**config.mk**
```make
export PLATFORM = sky130hd
export DESIGN_NAME = wasm_mem_bulk_ctrl_flat
export DESIGN_NICKNAME = d
export VERILOG_FILES = /design/src/rtl/wasm_mem_bulk_ctrl_pkg.sv /design/src/rtl/wasm_mem_bulk_ctrl_if.sv /design/src/rtl/wasm_mem_bulk_ctrl.sv /design/src/flat_wrapper.sv
export SDC_FILE = /design/constraint.sdc
export NUM_CORES = 1
export LEC_CHECK = 0
export CORE_ASPECT_RATIO = 1.75
export CORE_MARGIN = 4
export CORE_UTILIZATION = 35
export CTS_BUF_LIST = sky130_fd_sc_hd__clkbuf_4 sky130_fd_sc_hd__clkbuf_8
export DETAILED_ROUTE_END_ITERATION = 8
export GPL_TIMING_DRIVEN = 0
export PLACE_DENSITY_LB_ADDON = 0.12
export SLEW_MARGIN = 15
export SYNTH_ARGS = -nofsm -noshare
export SYNTH_HDL_FRONTEND = slang
export SYNTH_SLANG_ARGS = --single-unit
```
**constraint.sdc**
```tcl
create_clock -name clk -period 5.2 [get_ports clk]
set_clock_uncertainty 0.1 [all_clocks]
set_input_delay 0.78 -clock clk [delete_from_list [all_inputs] [get_ports clk]]
set_output_delay 0.78 -clock clk [all_outputs]
set_load 0.02 [all_outputs]
```
**src/rtl/wasm_mem_bulk_ctrl_pkg.sv**
```systemverilog
`default_nettype none
// ============================================================================
//  Module   : wasm_mem_bulk_ctrl_pkg
//  Purpose  : Shared types for the WASM bulk-memory sequencer: linear-memory
//             bus request/response, memory op codes, trap codes, bulk command
//             and sequencer state encodings, plus bus request builders.
//  Ports    : n/a (package)
//  Revision : 1.0 - initial release
// ============================================================================
package wasm_mem_bulk_ctrl_pkg;

  localparam int unsigned PAGE_SIZE = 65536;

  typedef enum logic [1:0] {
    MEM_SIZE_1 = 2'd0,
    MEM_SIZE_2 = 2'd1,
    MEM_SIZE_4 = 2'd2,
    MEM_SIZE_8 = 2'd3
  } mem_size_t;

  typedef enum logic [3:0] {
    MEM_OP_NONE    = 4'd0,
    MEM_LOAD_I8_U  = 4'd1,
    MEM_LOAD_I8_S  = 4'd2,
    MEM_LOAD_I32   = 4'd3,
    MEM_LOAD_I64   = 4'd4,
    MEM_STORE_I8   = 4'd5,
    MEM_STORE_I32  = 4'd6,
    MEM_STORE_I64  = 4'd7
  } mem_op_t;

  typedef enum logic [2:0] {
    TRAP_NONE          = 3'd0,
    TRAP_UNREACHABLE   = 3'd1,
    TRAP_OUT_OF_BOUNDS = 3'd2,
    TRAP_DIV_ZERO      = 3'd3,
    TRAP_INT_OVERFLOW  = 3'd4
  } trap_t;

  typedef struct packed {
    logic        valid;
    logic        write;
    mem_size_t   size;
    logic [31:0] addr;
    logic [63:0] wdata;
  } mem_bus_req_t;

  typedef struct packed {
    logic        ready;
    logic [63:0] rdata;
    logic        rvalid;
    logic        error;
  } mem_bus_resp_t;

  typedef enum logic {
    BULK_FILL = 1'b0,
    BULK_COPY = 1'b1
  } bulk_op_t;

  typedef enum logic [2:0] {
    BULK_IDLE   = 3'd0,
    BULK_CHECK  = 3'd1,
    BULK_READ   = 3'd2,
    BULK_WRITE  = 3'd3,
    BULK_FINISH = 3'd4
  } bulk_state_t;

  localparam mem_bus_req_t MEM_REQ_IDLE = '0;

  // Widening add: the carry lands in bit 32 so an address wrap is visible.
  function automatic logic [32:0] add33(input logic [31:0] a, input logic [31:0] b);
    return {1'b0, a} + {1'b0, b};
  endfunction

  function automatic mem_bus_req_t mem_rd_req(input logic [31:0] addr);
    mem_bus_req_t r;
    r       = MEM_REQ_IDLE;
    r.valid = 1'b1;
    r.size  = MEM_SIZE_1;
    r.addr  = addr;
    return r;
  endfunction

  function automatic mem_bus_req_t mem_wr_req(input logic [31:0] addr, input logic [7:0] data);
    mem_bus_req_t r;
    r       = MEM_REQ_IDLE;
    r.valid = 1'b1;
    r.write = 1'b1;
    r.size  = MEM_SIZE_1;
    r.addr  = addr;
    r.wdata = {56'd0, data};
    return r;
  endfunction

endpackage
`default_nettype wire

```
**src/rtl/wasm_mem_bulk_ctrl_if.sv**
```systemverilog
`default_nettype none
// ============================================================================
//  Module   : wasm_mem_bulk_ctrl_if
//  Purpose  : Linear-memory bus between the bulk sequencer and wasm_memory.
//  Signals  : req  - byte request (valid/write/size/addr/wdata)
//             op   - memory op code accompanying the request
//             resp - ready/rdata/rvalid/error from memory
//  Modports : master (sequencer side), slave (memory side)
//  Revision : 1.0 - initial release
// ============================================================================
interface wasm_mem_bulk_ctrl_if;
  import wasm_mem_bulk_ctrl_pkg::*;

  mem_bus_req_t  req;
  mem_op_t       op;
  mem_bus_resp_t resp;

  modport master (output req, output op, input resp);
  modport slave  (input req, input op, output resp);

endinterface
`default_nettype wire

```
**src/rtl/wasm_mem_bulk_ctrl.sv**
```systemverilog
`default_nettype none
// ============================================================================
//  Module   : wasm_mem_bulk_ctrl
//  Purpose  : Sequencer for WASM memory.fill / memory.copy. Accepts one
//             command, performs the up-front bounds check once, then moves
//             one byte per bus access until done or trapped.
//  Ports    : clk, rst_n         - clock, async active-low reset
//             cmd_*_i / cmd_ready_o - command handshake and operands
//             cur_pages_i        - current memory size in pages
//             mem_if (master)    - linear-memory bus request/op/response
//             busy_o, done_o, trap_o - status; trap_o valid with done_o
//  Revision : 1.0 - initial release
// ============================================================================
module wasm_mem_bulk_ctrl
  import wasm_mem_bulk_ctrl_pkg::*;
#(
  parameter int unsigned PAGE_BYTES = PAGE_SIZE
) (
  input  logic                         clk,
  input  logic                         rst_n,
  input  logic                         cmd_valid_i,
  output logic                         cmd_ready_o,
  input  bulk_op_t                     cmd_op_i,
  input  logic [31:0]                  cmd_dst_i,
  input  logic [31:0]                  cmd_src_i,
  input  logic [31:0]                  cmd_len_i,
  input  logic [7:0]                   cmd_val_i,
  input  logic [31:0]                  cur_pages_i,
  wasm_mem_bulk_ctrl_if.master         mem_if,
  output logic                         busy_o,
  output logic                         done_o,
  output trap_t                        trap_o
);

  bulk_state_t state_q;
  bulk_op_t    op_q;
  logic [31:0] dst_q;
  logic [31:0] src_q;
  logic [31:0] rem_q;     // bytes still to write; holds len during CHECK
  logic [31:0] off_q;
  logic [7:0]  val_q;
  logic [7:0]  byte_q;
  logic        back_q;
  logic        busy_q;
  logic        ready_q;
  logic        done_q;
  trap_t       trap_q;

  logic [63:0] lim_d;
  logic [32:0] dst_end_d;
  logic [32:0] src_end_d;
  logic        oob_d;
  logic        back_d;
  logic [31:0] start_off_d;
  logic [31:0] off_d;
  logic [31:0] rem_d;
  logic        fin_d;
  trap_t       fin_trap_d;

  logic        unused_rdata;
  assign unused_rdata = ^mem_if.resp.rdata[63:8];

  // Bounds check and finish decision. The limit is formed wide so that a
  // 65536-page memory (exactly 4 GiB) does not wrap to zero.
  always_comb begin
    lim_d       = 64'(cur_pages_i) * 64'(PAGE_BYTES);
    dst_end_d   = add33(dst_q, rem_q);
    src_end_d   = add33(src_q, rem_q);
    oob_d       = (64'(dst_end_d) > lim_d) ||
                  ((op_q == BULK_COPY) && (64'(src_end_d) > lim_d));
    // Overlapping copy with dst above src must run top-down (memmove).
    back_d      = (op_q == BULK_COPY) && (dst_q > src_q);
    start_off_d = back_d ? (rem_q - 32'd1) : 32'd0;
    off_d       = back_q ? (off_q - 32'd1) : (off_q + 32'd1);
    rem_d       = rem_q - 32'd1;

    fin_d      = 1'b0;
    fin_trap_d = TRAP_NONE;
    case (state_q)
      BULK_CHECK: begin
        fin_d      = oob_d || (rem_q == 32'd0);
        fin_trap_d = oob_d ? TRAP_OUT_OF_BOUNDS : TRAP_NONE;
      end
      BULK_READ: begin
        if (mem_if.resp.ready && mem_if.resp.error) begin
          fin_d      = 1'b1;
          fin_trap_d = TRAP_OUT_OF_BOUNDS;
        end
      end
      BULK_WRITE: begin
        if (mem_if.resp.ready) begin
          fin_d      = mem_if.resp.error || (rem_q == 32'd1);
          fin_trap_d = mem_if.resp.error ? TRAP_OUT_OF_BOUNDS : TRAP_NONE;
        end
      end
      default: ;
    endcase
  end

  // Bus request is a pure decode of registered state, so it stays stable
  // across ready=0 stalls without any extra holding logic.
  always_comb begin
    mem_if.req = MEM_REQ_IDLE;
    mem_if.op  = MEM_OP_NONE;
    case (state_q)
      BULK_READ: begin
        mem_if.req = mem_rd_req(src_q + off_q);
        mem_if.op  = MEM_LOAD_I8_U;
      end
      BULK_WRITE: begin
        mem_if.req = mem_wr_req(dst_q + off_q, (op_q == BULK_FILL) ? val_q : byte_q);
      end
      default: ;
    endcase
  end

  always_ff @(posedge clk or negedge rst_n) begin
    if (!rst_n) begin
      state_q <= BULK_IDLE;
      op_q    <= BULK_FILL;
      dst_q   <= '0;
      src_q   <= '0;
      rem_q   <= '0;
      off_q   <= '0;
      val_q   <= '0;
      byte_q  <= '0;
      back_q  <= 1'b0;
      busy_q  <= 1'b0;
      ready_q <= 1'b1;
      done_q  <= 1'b0;
      trap_q  <= TRAP_NONE;
    end else begin
      done_q <= 1'b0;
      trap_q <= TRAP_NONE;
      case (state_q)
        BULK_IDLE: begin
          if (cmd_valid_i && ready_q) begin
            op_q    <= cmd_op_i;
            dst_q   <= cmd_dst_i;
            src_q   <= cmd_src_i;
            rem_q   <= cmd_len_i;
            val_q   <= cmd_val_i;
            state_q <= BULK_CHECK;
            busy_q  <= 1'b1;
            ready_q <= 1'b0;
          end
        end
        BULK_CHECK: begin
          back_q  <= back_d;
          off_q   <= start_off_d;
          state_q <= (op_q == BULK_FILL) ? BULK_WRITE : BULK_READ;
        end
        BULK_READ: begin
          if (mem_if.resp.ready && mem_if.resp.rvalid) begin
            byte_q  <= mem_if.resp.rdata[7:0];
            state_q <= BULK_WRITE;
          end
        end
        BULK_WRITE: begin
          if (mem_if.resp.ready) begin
            rem_q <= rem_d;
            off_q <= off_d;
            if (op_q == BULK_COPY) begin
              state_q <= BULK_READ;
            end
          end
        end
        BULK_FINISH: begin
          state_q <= BULK_IDLE;
          busy_q  <= 1'b0;
          ready_q <= 1'b1;
        end
        default: begin
          state_q <= BULK_IDLE;
          busy_q  <= 1'b0;
          ready_q <= 1'b1;
        end
      endcase
      // Completion and traps override the normal next state.
      if (fin_d) begin
        state_q <= BULK_FINISH;
        done_q  <= 1'b1;
        trap_q  <= fin_trap_d;
      end
    end
  end

  assign cmd_ready_o = ready_q;
  assign busy_o      = busy_q;
  assign done_o      = done_q;
  assign trap_o      = trap_q;

endmodule
`default_nettype wire

```
**src/flat_wrapper.sv**
```systemverilog
// flat-port wrapper written by rule: the top's interface ports become plain ports
module wasm_mem_bulk_ctrl_flat import wasm_mem_bulk_ctrl_pkg::*;
#(
  parameter int unsigned PAGE_BYTES = PAGE_SIZE
)
  (clk, rst_n, cmd_valid_i, cmd_ready_o, cmd_op_i, cmd_dst_i, cmd_src_i, cmd_len_i, cmd_val_i, cur_pages_i, busy_o, done_o, trap_o, mem_if_req, mem_if_op, mem_if_resp);
  wasm_mem_bulk_ctrl_if mem_if_i ();
  input  logic clk;
  input  logic rst_n;
  input  logic cmd_valid_i;
  output logic cmd_ready_o;
  input  bulk_op_t cmd_op_i;
  input  logic [31:0] cmd_dst_i;
  input  logic [31:0] cmd_src_i;
  input  logic [31:0] cmd_len_i;
  input  logic [7:0] cmd_val_i;
  input  logic [31:0] cur_pages_i;
  output logic busy_o;
  output logic done_o;
  output trap_t trap_o;
  output wire logic [$bits(mem_if_i.req)-1:0] mem_if_req;
  output wire logic [$bits(mem_if_i.op)-1:0] mem_if_op;
  input wire logic [$bits(mem_if_i.resp)-1:0] mem_if_resp;
  assign mem_if_req = mem_if_i.req;
  assign mem_if_op = mem_if_i.op;
  assign mem_if_i.resp = mem_if_resp;
  wasm_mem_bulk_ctrl #(.PAGE_BYTES(PAGE_BYTES)) u_core (.clk(clk), .rst_n(rst_n), .cmd_valid_i(cmd_valid_i), .cmd_ready_o(cmd_ready_o), .cmd_op_i(cmd_op_i), .cmd_dst_i(cmd_dst_i), .cmd_src_i(cmd_src_i), .cmd_len_i(cmd_len_i), .cmd_val_i(cmd_val_i), .cur_pages_i(cur_pages_i), .mem_if(mem_if_i), .busy_o(busy_o), .done_o(done_o), .trap_o(trap_o));
endmodule
```
==> results of run 1 <==
[final timing paths]
check / slack (ns) / start / endpoint / cells past startpoint
max: -0.18 / u_core.rem_q[0] / u_core.done_o / 21
min: 0.41 / u_core.byte_q[5] / u_core.byte_q[5] / 1
max reg2reg: -0.18 / u_core.rem_q[0] / u_core.done_o / 21
min reg2reg: 0.41 / u_core.byte_q[5] / u_core.byte_q[5] / 1
max in group asynchronous: 3.41 / rst_n / u_core.cmd_ready_o / 4
min in group asynchronous: 0.59 / rst_n / u_core.off_q[29] / 2
[cell usage in the layout, fill, tap and decap left out, types with 15 or more instances in the layout]
master,count
clkdlybuf4s50_1,179
nor2_1,177
ha_1,162
a21oi_1,156
nand2_1,153
dfrtp_1,137
buf_4,120
o21ai_0,118
inv_1,85
xnor2_1,85
a21o_1,74
conb_1,63
mux2_2,50
xor2_1,42
clkbuf_1,36
nor3_1,30
nand3_1,28
a221oi_1,23
nand4_1,21
o21a_1,20
or3_1,20
o21bai_1,19
nor2b_1,19
o22ai_1,18
mux2i_1,18
clkbuf_8,18
o211ai_1,17
o21ai_1,16
ha_4,16
o21ai_2,15
ha_2,15
[repair_timing]
item / 4_1_cts / 5_1_grt
endpoints found under the setup margin: 45 / 25
resized for setup: 241 / 88
buffers inserted: 40 / 21
hold buffers: 1 / 0
hold endpoints to repair: 23 / 0
pin swaps: 59 / 34
[worst max-delay path: stages, from the launching register on]
cell and delay (ns):
dfrtp_2 0.51, ha_4 0.21, fa_2 0.36, a21oi_2 0.19, o21ai_2 0.09, a41oi_2 0.30
a2111oi_4 0.15, o21a_4 0.27, a2111oi_4 0.29, o21bai_1 0.12, a21oi_1 0.16, xnor2_1 0.10
ha_1 0.30, nand4_1 0.15, nor3_4 0.18, buf_12 0.15, o2111ai_4 0.11, nor4_2 0.21
o2111ai_1 0.16, or4_4 0.61, o21a_4 0.16, or3b_4 0.38
[through the flow]
stage | TNS (ns) | hold WS, ns | std cells | setup WS (ns) | area, um2
floorplan | 0 | 0.380 | 1976 | 0.0366 | 15800
global placement | -659.49 | 0.391 | 2745 | -3.96 | 18500
detailed placement | -59.97 | 0.396 | 2747 | -2.52 | 18600
CTS | -0.944 | 0.418 | 2814 | -0.218 | 20100
global route | -1.63 | 0.440 | 2835 | -0.346 | 20600
finish | -0.513 | 0.412 | 2835 | -0.182 | 20600
[state kept, by name, summed over array words and instances, names as in the netlist]
| name | cells |
|---|---|
| u_core.val_q | 8 |
| u_core.rem_q | 32 |
| u_core.src_q | 32 |
| u_core.done_o | 1 |
| u_core.off_q | 32 |
| u_core.busy_o | 1 |
| u_core.cmd_ready_o | 1 |
| u_core.byte_q | 8 |
| u_core.back_q | 1 |
| u_core.state_q | 3 |
| u_core.trap_o | 1 |
| u_core.dst_q | 32 |
| u_core.op_q | 1 |
[routing by layer]
metal  routed length (um)  vias up
li1                     -     7517
met1                22600     7374
met2                33400      498
met3                 2620      149
met4                 3860        0
met5                    0        -
[cells by family after synthesis]
family,after synthesis,synth area share
AOI/OAI and AO/OA,601,0.240
other,1,0.000240
buffers and inverters,213,0.0667
xor gates and xnor gates,127,0.0713
adders and majority gates,197,0.160
and+or+nand+nor,554,0.169
muxes,68,0.0477
DFF,153,0.246
[layout make-up]
| class | instances | area, um2 |
|---|---|---|
| Clock buffer | 20 | 263 |
| Multi-Input combinational cell | 1610 | 11900 |
| Antenna cell | 1 | 2.50 |
| Buffer | 118 | 867 |
| Clock inverter | 11 | 148 |
| Tap cell | 572 | 716 |
| Timing Repair Buffer | 261 | 2520 |
| Sequential cell | 153 | 3850 |
| Fill cell | 4388 | 23500 |
| Inverter | 89 | 343 |
==> run_results.csv, run 1 <==
group,metric,value,unit
critical_path,critPathCaptureType,"register",
floorplan,die_y,287,um
synthesis,synth.most_common_cell,"ha_1",
layout,nNetsFinal,2654,
synthesis,ys_seq_area_frac,0.246,
sta,period_share,1.04,
synthesis,netlist-cell-type-count,71,
critical_path,critical_path_class,"reg -> reg",
clock_network,clkTransAtPathRegs,0.09,ns
floorplan,initial_core_util,0.353,
clock_network,clock_path_buffers,2,
sta,drv_slew,0,
synthesis,synth_warnings,0,
run_status,status,"finished, violations left",
synthesis,yosys.area.top_type,"dfrtp_1",
run,maxCapViolations,0,
synthesis,synth_ff_type,"dfrtp_1",
critical_path,cp.required,5.49,ns
synthesis,synth_area_per_cell,8.15,um2
run_status,violations,"negative setup slack",
drt,drt-total-wl,62.4,mm
floorplan,rows,102,
grt,use_met2,0.483,
drt,drc,0,
drt,routedWlPerCell,22.0,um
critical_path,worstPathMaxFanout,6,
sta,maxSlewHeadroom,0.297,
clock_network,cts-htree-levels,4,
grt,top_usage_layer,"met2",
floorplan,coreArea,0.0442,mm2
sta,rsz0062_at_grt,"yes",
synthesis,synth_top_area_frac,0.244,
grt,overflow,0,
sta,tightest_slew,1.05,ns
synthesis,synthesis.area,0.0156,mm2
floorplan,boundaryPins,317,
layout,area_growth,32.2,%
floorplan,dieArea,0.0481,mm2
place,gp_congestion,0.914,
synthesis,ys_top_cells_by_area,"dfrtp_1 24%, ha_1 15%, a21oi_1 5.6%",
grt,use_met3,0.0339,
place,dpl.hpwl,50.6,mm
grt,grt_max_degree,78,
clock_network,cts.root.buffer_cell,"clkbuf_8",
place,portBuffers,197,
grt,grt_util_all_layers,0.251,
grt,antenna_found_initial,1,
clock_network,cts_tree,"yes",
drt,drt_iter0_drc,1002,
critical_path,start_kind,"register",
drt,dr.pass1.iters,5,
clock_network,numClockSinks,153,
synthesis,async_reset_ff_frac,1.00,
critical_path,worstPathArrival,5.67,ns
drt,via_per_inst,5.48,
clock_network,cts_buffers,17,
drt,vias,15538,
synthesis,synth_cells,1914,
grt,grtUsageMet1,0.257,
layout,utilization,0.467,
drt,ant_nets,0,
sta,final.min_clock_period,5.38,ns
synthesis,synth_common_cells,"193 x ha_1, 180 x nor2_1, 174 x a21oi_1",
sta,finalSetupViolations,4,
worst_hold_path,hold_path.class,"reg -> reg",
layout,drive_gt1_frac,0.176,
floorplan,die_w,168,um
synthesis,synth-edff-count,0,
grt,grt_pass1_vias,16064,
grt,grt_pass1_wl,92.4,mm
synthesis,ys_seq_elements,153,
clock_network,clk_latency,0.52,ns
sta,fmaxAchievable,186,MHz
sta,fin_ws,-0.182,ns
sta,finalHoldViolCount,0,
Power of run 1 is left out: the tool's default activity adds up to more than one toggle a clock period on the data nets, which glitch-free logic cannot reach.
==> run 2, diff against run 1 <==
Settings changed: CTS_BUF_LIST sky130_fd_sc_hd__clkbuf_4 sky130_fd_sc_hd__clkbuf_8 to unset, SETUP_SLACK_MARGIN set to 0.15.
==> run_results.csv, run 2 (synthesis gave the netlist of run 1 again) <==
group,metric,value,unit
floorplan,coreArea,0.0442,mm2
worst_hold_path,hold_path.class,"in -> async",
place,dp_cells,2746,
clock_network,cts.root.buffer_cell,"clkbuf_16",
grt,grt_pass1_wl,93.0,mm
critical_path,critPathCaptureType,"register",
clock_network,clock_path_buffers,2,
place,dp_slack,-2.49,ns
sta,fmaxAchievable,189,MHz
floorplan,die_w,168,um
drt,drt-total-wl,63.1,mm
critical_path,critical_path_class,"reg -> reg",
drt,drc,0,
drt,ant_nets,0,
layout,final_cell_mix,"175 x clkdlybuf4s50_1, 174 x nor2_1, 167 x ha_1",
sta,drv_slew,0,
grt,grt_pass1_vias,16358,
sta,period_share,1.02,
drt,routedWlPerCell,22.1,um
run_status,status,"finished, violations left",
run,maxCapViolations,0,
layout,fin_cells,2851,
critical_path,crit_chain,"ha_4, fa_2, a21oi_4, o21ai_2, a41oi_2, buf_6, a2111oi_4, o21a_4, a2111oi_4, o21bai_1, a21oi_1, xnor2_1, ha_1, nand4_1, nor3_4, buf_12, o2111ai_4, nor4_2, o2111ai_1, or4_4, o21a_4, or3b_4",
sta,fin_hold_ws,0.148,ns
floorplan,initial_core_util,0.353,
layout,nNetsFinal,2671,
critical_path,rrSetupSlack,-0.10,ns
place,dpl.hpwl,50.6,mm
clock_network,clk_latency,0.47,ns
drt,dr.pass1.iters,5,
drt,vias,15719,
layout,diodes,0,
grt,overflow,0,
sta,finalHoldViolCount,0,
clock_network,cts_hold_buf,0,
sta,rsz0062_at_grt,"yes",
clock_network,cts-htree-levels,4,
run_status,violations,"negative setup slack",
critical_path,cp-endpoint,"u_core.done_o",
floorplan,rows,102,
critical_path,worstPathArrival,5.54,ns
layout,layout_commonest_cell,"clkdlybuf4s50_1",
critical_path,worstPathMaxFanout,4,
clock_network,cts_tree,"yes",
clock_network,cts_buffers,17,
layout,drive_gt1_frac,0.184,
critical_path,r2r-end,"u_core.done_o",
floorplan,boundaryPins,317,
critical_path,cp_top_family,"compound AO/OA/AOI/OAI gates",
critical_path,critPathBufInv,2,
sta,finalSetupViolations,3,
clock_network,clkTransAtPathRegs,0.07,ns
grt,grt_max_degree,90,
critical_path,max_stage_delay,0.62,ns
floorplan,die_y,287,um
critical_path,crit_slowest_cell,"or4_4",
sta,maxSlewHeadroom,0.304,
place,gp_congestion,0.939,
grt,antenna_found_initial,0,
critical_path,rr_startpoint,"u_core.rem_q[0]",
floorplan,dieArea,0.0481,mm2
critical_path,crit_cells,22,
layout,fillCellCount,4445,
sta,final.min_clock_period,5.30,ns
sta,tightest_slew,1.04,ns
critical_path,start_kind,"register",
drt,via_per_inst,5.51,
critical_path,critPathLaunch,"u_core.rem_q[0]",
grt,grt_util_all_layers,0.253,
critical_path,cp.required,5.44,ns
layout,area_growth,34.4,%
place,portBuffers,197,
critical_path,rr_worst_depth,22,
clock_network,numClockSinks,153,
drt,drt_iter0_drc,897,
sta,setup_tns,-0.277,ns
sta,fin_ws,-0.103,ns
## run 2: cell types whose count changed in the layout (fill, tap and decap cells not counted), moves of 4 or more
cell,before,now
o21ai_4,8,3
nand2_1,153,149
ha_2,15,7
clkbuf_16,7,25
a21oi_2,11,7
ha_1,162,167
o21ai_2,15,20
o21ai_0,118,123
o21ai_1,16,11
clkbuf_8,18,6
clkdlybuf4s50_1,179,175
buf_4,120,138
## run 2: repair_timing
item | in CTS | in global routing
endpoints found under the setup margin | 45 | 24
gates cloned | 2 | 1
pin swaps | 67 | 39
buffers inserted | 54 | 19
resized for setup | 282 | 84
## run 2: final cells by class
cell class / count / area, um2 / area share
Multi-Input combinational cell: 1610 / 11900 / 0.569
Sequential cell: 153 / 3850 / 0.184
Timing Repair Buffer: 274 / 2610 / 0.124
Buffer: 122 / 941 / 0.0449
Tap cell: 572 / 716 / 0.0341
Clock buffer: 21 / 460 / 0.0220
Inverter: 89 / 349 / 0.0167
Clock inverter: 10 / 119 / 0.00567
## run 2: how the worst min path moves through the flow
| stage | startpoint | to | slack (ns) | cells after the start |
|---|---|---|---|---|
| after floorplan | rst_n | u_core.back_q | 0.38 | 0 |
| after global placement | u_core.val_q[7] | u_core.val_q[7] | 0.39 | 1 |
| after detailed placement | u_core.val_q[3] | u_core.val_q[3] | 0.40 | 1 |
| after CTS | rst_n | u_core.off_q[30] | 0.18 | 1 |
| after global routing | rst_n | u_core.off_q[30] | 0.18 | 1 |
| final | rst_n | u_core.off_q[30] | 0.15 | 1 |
## run 2: metal layers
layer	global-route usage	vias up	routed length [um]
met1	0.258	7482	22700
met2	0.483	526	33100
met3	0.0328	168	2830
met4	0.152	0	4450
li1	-	7543	-
met5	0	-	0
## run 2: per-stage QoR
stage / instance area (um2) / util
after floorplan: 15800 / -
after global placement: 18500 / 0.420
after CTS: 20500 / 0.465
after global routing: 21000 / 0.475
after detailed placement: 18600 / 0.420
final: 21000 / 0.475
Power of run 2 is left out for the same reason.
==> run 3, diff against run 2 <==
Settings changed: CORE_UTILIZATION 35 to 48.
==> run_results.csv, run 3 (synthesis gave the netlist of run 1 again) <==
group,metric,value,unit
run,maxCapViolations,0,
drt,drc,0,
critical_path,crit_slowest_cell,"or4_4",
critical_path,cp_top_family,"compound AO/OA/AOI/OAI gates",
drt,via_per_inst,5.91,
floorplan,die_w,144,um
clock_network,clk_latency,0.46,ns
clock_network,cts-htree-levels,4,
critical_path,critPathLaunch,"u_core.rem_q[1]",
place,dp_slack,-2.33,ns
layout,diodes,0,
floorplan,dieArea,0.0356,mm2
sta,rsz0062_at_grt,"yes",
drt,routedWlPerCell,21.7,um
clock_network,clkTransAtPathRegs,0.07,ns
grt,grt_max_degree,96,
sta,finalHoldViolCount,0,
clock_network,numClockSinks,153,
sta,drv_slew,0,
critical_path,cp.required,5.44,ns
layout,final_cell_mix,"177 x nor2_1, 175 x clkdlybuf4s50_1, 171 x ha_1",
critical_path,rr_startpoint,"u_core.rem_q[1]",
sta,finalSetupViolations,5,
grt,overflow,0,
grt,grt_pass1_wl,85.9,mm
floorplan,initial_core_util,0.486,
critical_path,start_kind,"register",
layout,drive_gt1_frac,0.168,
place,portBuffers,197,
critical_path,max_stage_delay,0.58,ns
critical_path,critPathCaptureType,"register",
worst_hold_path,hold_path.class,"in -> async",
layout,utilization,0.637,
clock_network,clock_path_buffers,2,
layout,area_growth,31.2,%
grt,antenna_found_initial,0,
drt,drt-total-wl,57.9,mm
floorplan,coreArea,0.0321,mm2
sta,maxSlewHeadroom,0.306,
clock_network,cts_buffers,17,
critical_path,crit_chain,"buf_6, fa_2, a21oi_2, o21ai_2, a41oi_2, buf_6, a2111oi_4, o21a_2, a2111oi_4, o21bai_1, a21oi_1, xnor2_1, ha_1, nand4_1, nor3_4, buf_12, o2111ai_4, nor4_2, o2111ai_1, or4_4, o21a_4, or3b_4",
drt,dr.pass1.iters,5,
place,dpl.hpwl,45.9,mm
clock_network,cts.root.buffer_cell,"clkbuf_16",
critical_path,critical_path_class,"reg -> reg",
critical_path,worstPathMaxFanout,4,
drt,ant_nets,0,
grt,grt_pass1_vias,15868,
run_status,status,"finished, violations left",
drt,vias,15752,
run_status,violations,"negative setup slack",
layout,layout_commonest_cell,"nor2_1",
critical_path,worstPathArrival,5.66,ns
floorplan,rows,87,
grt,grt_util_all_layers,0.319,
sta,fmaxAchievable,184,MHz
sta,fin_hold_ws,0.142,ns
sta,tightest_slew,1.03,ns
place,gp_congestion,0.986,
sta,period_share,1.04,
clock_network,cts_tree,"yes",
floorplan,boundaryPins,317,
drt,drt_iter0_drc,741,
layout,nNetsFinal,2657,
sta,fin_ws,-0.224,ns
critical_path,critPathBufInv,3,
floorplan,die_y,246,um
sta,final.min_clock_period,5.42,ns
## run 3: cell count changes in the layout (fill, tap and decap cells not counted), moves of 4 or more
cell     previous run  this run
nand2_1           149       154
o21ai_0           123       127
nand2_2             5         0
ha_1              167       171
ha_4               19        12
o21ai_2            20        14
buf_4             138       121
## run 3: timing repair
action / in CTS / in global routing
buffers inserted: 49 / 11
cloned: 1 / 0
setup endpoints to repair: 45 / 21
hold endpoints to repair: 0 / 0
pin swaps: 62 / 46
gates resized for setup: 250 / 64
hold buffers: 0 / 0
## run 3: layer usage
metal / part of all wire / vias up / wire length, um / GRT usage
li1: - / 7534 / - / -
met1: 0.36 / 7455 / 20900 / 0.338
met2: 0.51 / 579 / 29700 / 0.574
met3: 0.051 / 184 / 2960 / 0.0451
met4: 0.074 / 0 / 4310 / 0.216
met5: 0 / - / 0 / 0
## run 3: layout make-up
| type | instances | area (um2) |
|---|---|---|
| repair buffers | 259 | 2480 |
| inverters | 89 | 349 |
| fillers | 2801 | 11600 |
| plain buffers | 123 | 928 |
| multi-input cells | 1610 | 11800 |
| clock inverters | 7 | 115 |
| clock buffers | 24 | 492 |
| well taps | 400 | 500 |
| flip-flops and latches | 153 | 3850 |
## run 3: worst paths after layout
kind,cells past startpoint,slack (ns),endpoint
worst max-delay path,22,-0.22,u_core.done_o
worst min-delay path,1,0.14,u_core.off_q[29]
worst max register to register,22,-0.22,u_core.done_o
worst min register to register,1,0.41,u_core.byte_q[5]
max in group asynchronous,2,3.91,u_core.src_q[0]
min in group clk,1,0.41,u_core.byte_q[5]
## run 3: worst reg2reg max path, cell delays in order, from the launching register on
cell	delay [ns]
dfrtp_2	0.46
buf_6	0.15
fa_2	0.39
a21oi_2	0.19
o21ai_2	0.10
a41oi_2	0.17
buf_6	0.16
a2111oi_4	0.08
o21a_2	0.31
a2111oi_4	0.32
o21bai_1	0.10
a21oi_1	0.19
xnor2_1	0.12
ha_1	0.31
nand4_1	0.14
nor3_4	0.18
buf_12	0.14
o2111ai_4	0.12
nor4_2	0.33
o2111ai_1	0.16
or4_4	0.58
o21a_4	0.16
or3b_4	0.36
## run 3: stage by stage
stage / std cells / cell area [um2] / TNS, ns
after floorplan: 1976 / 15800 / 0
after global placement: 2573 / 18300 / -586.35
after detailed placement: 2574 / 18300 / -51.34
after CTS: 2654 / 20100 / -0.533
after global routing: 2665 / 20500 / -1.72
final: 2665 / 20500 / -0.933
Power of run 3 is left out for the same reason.
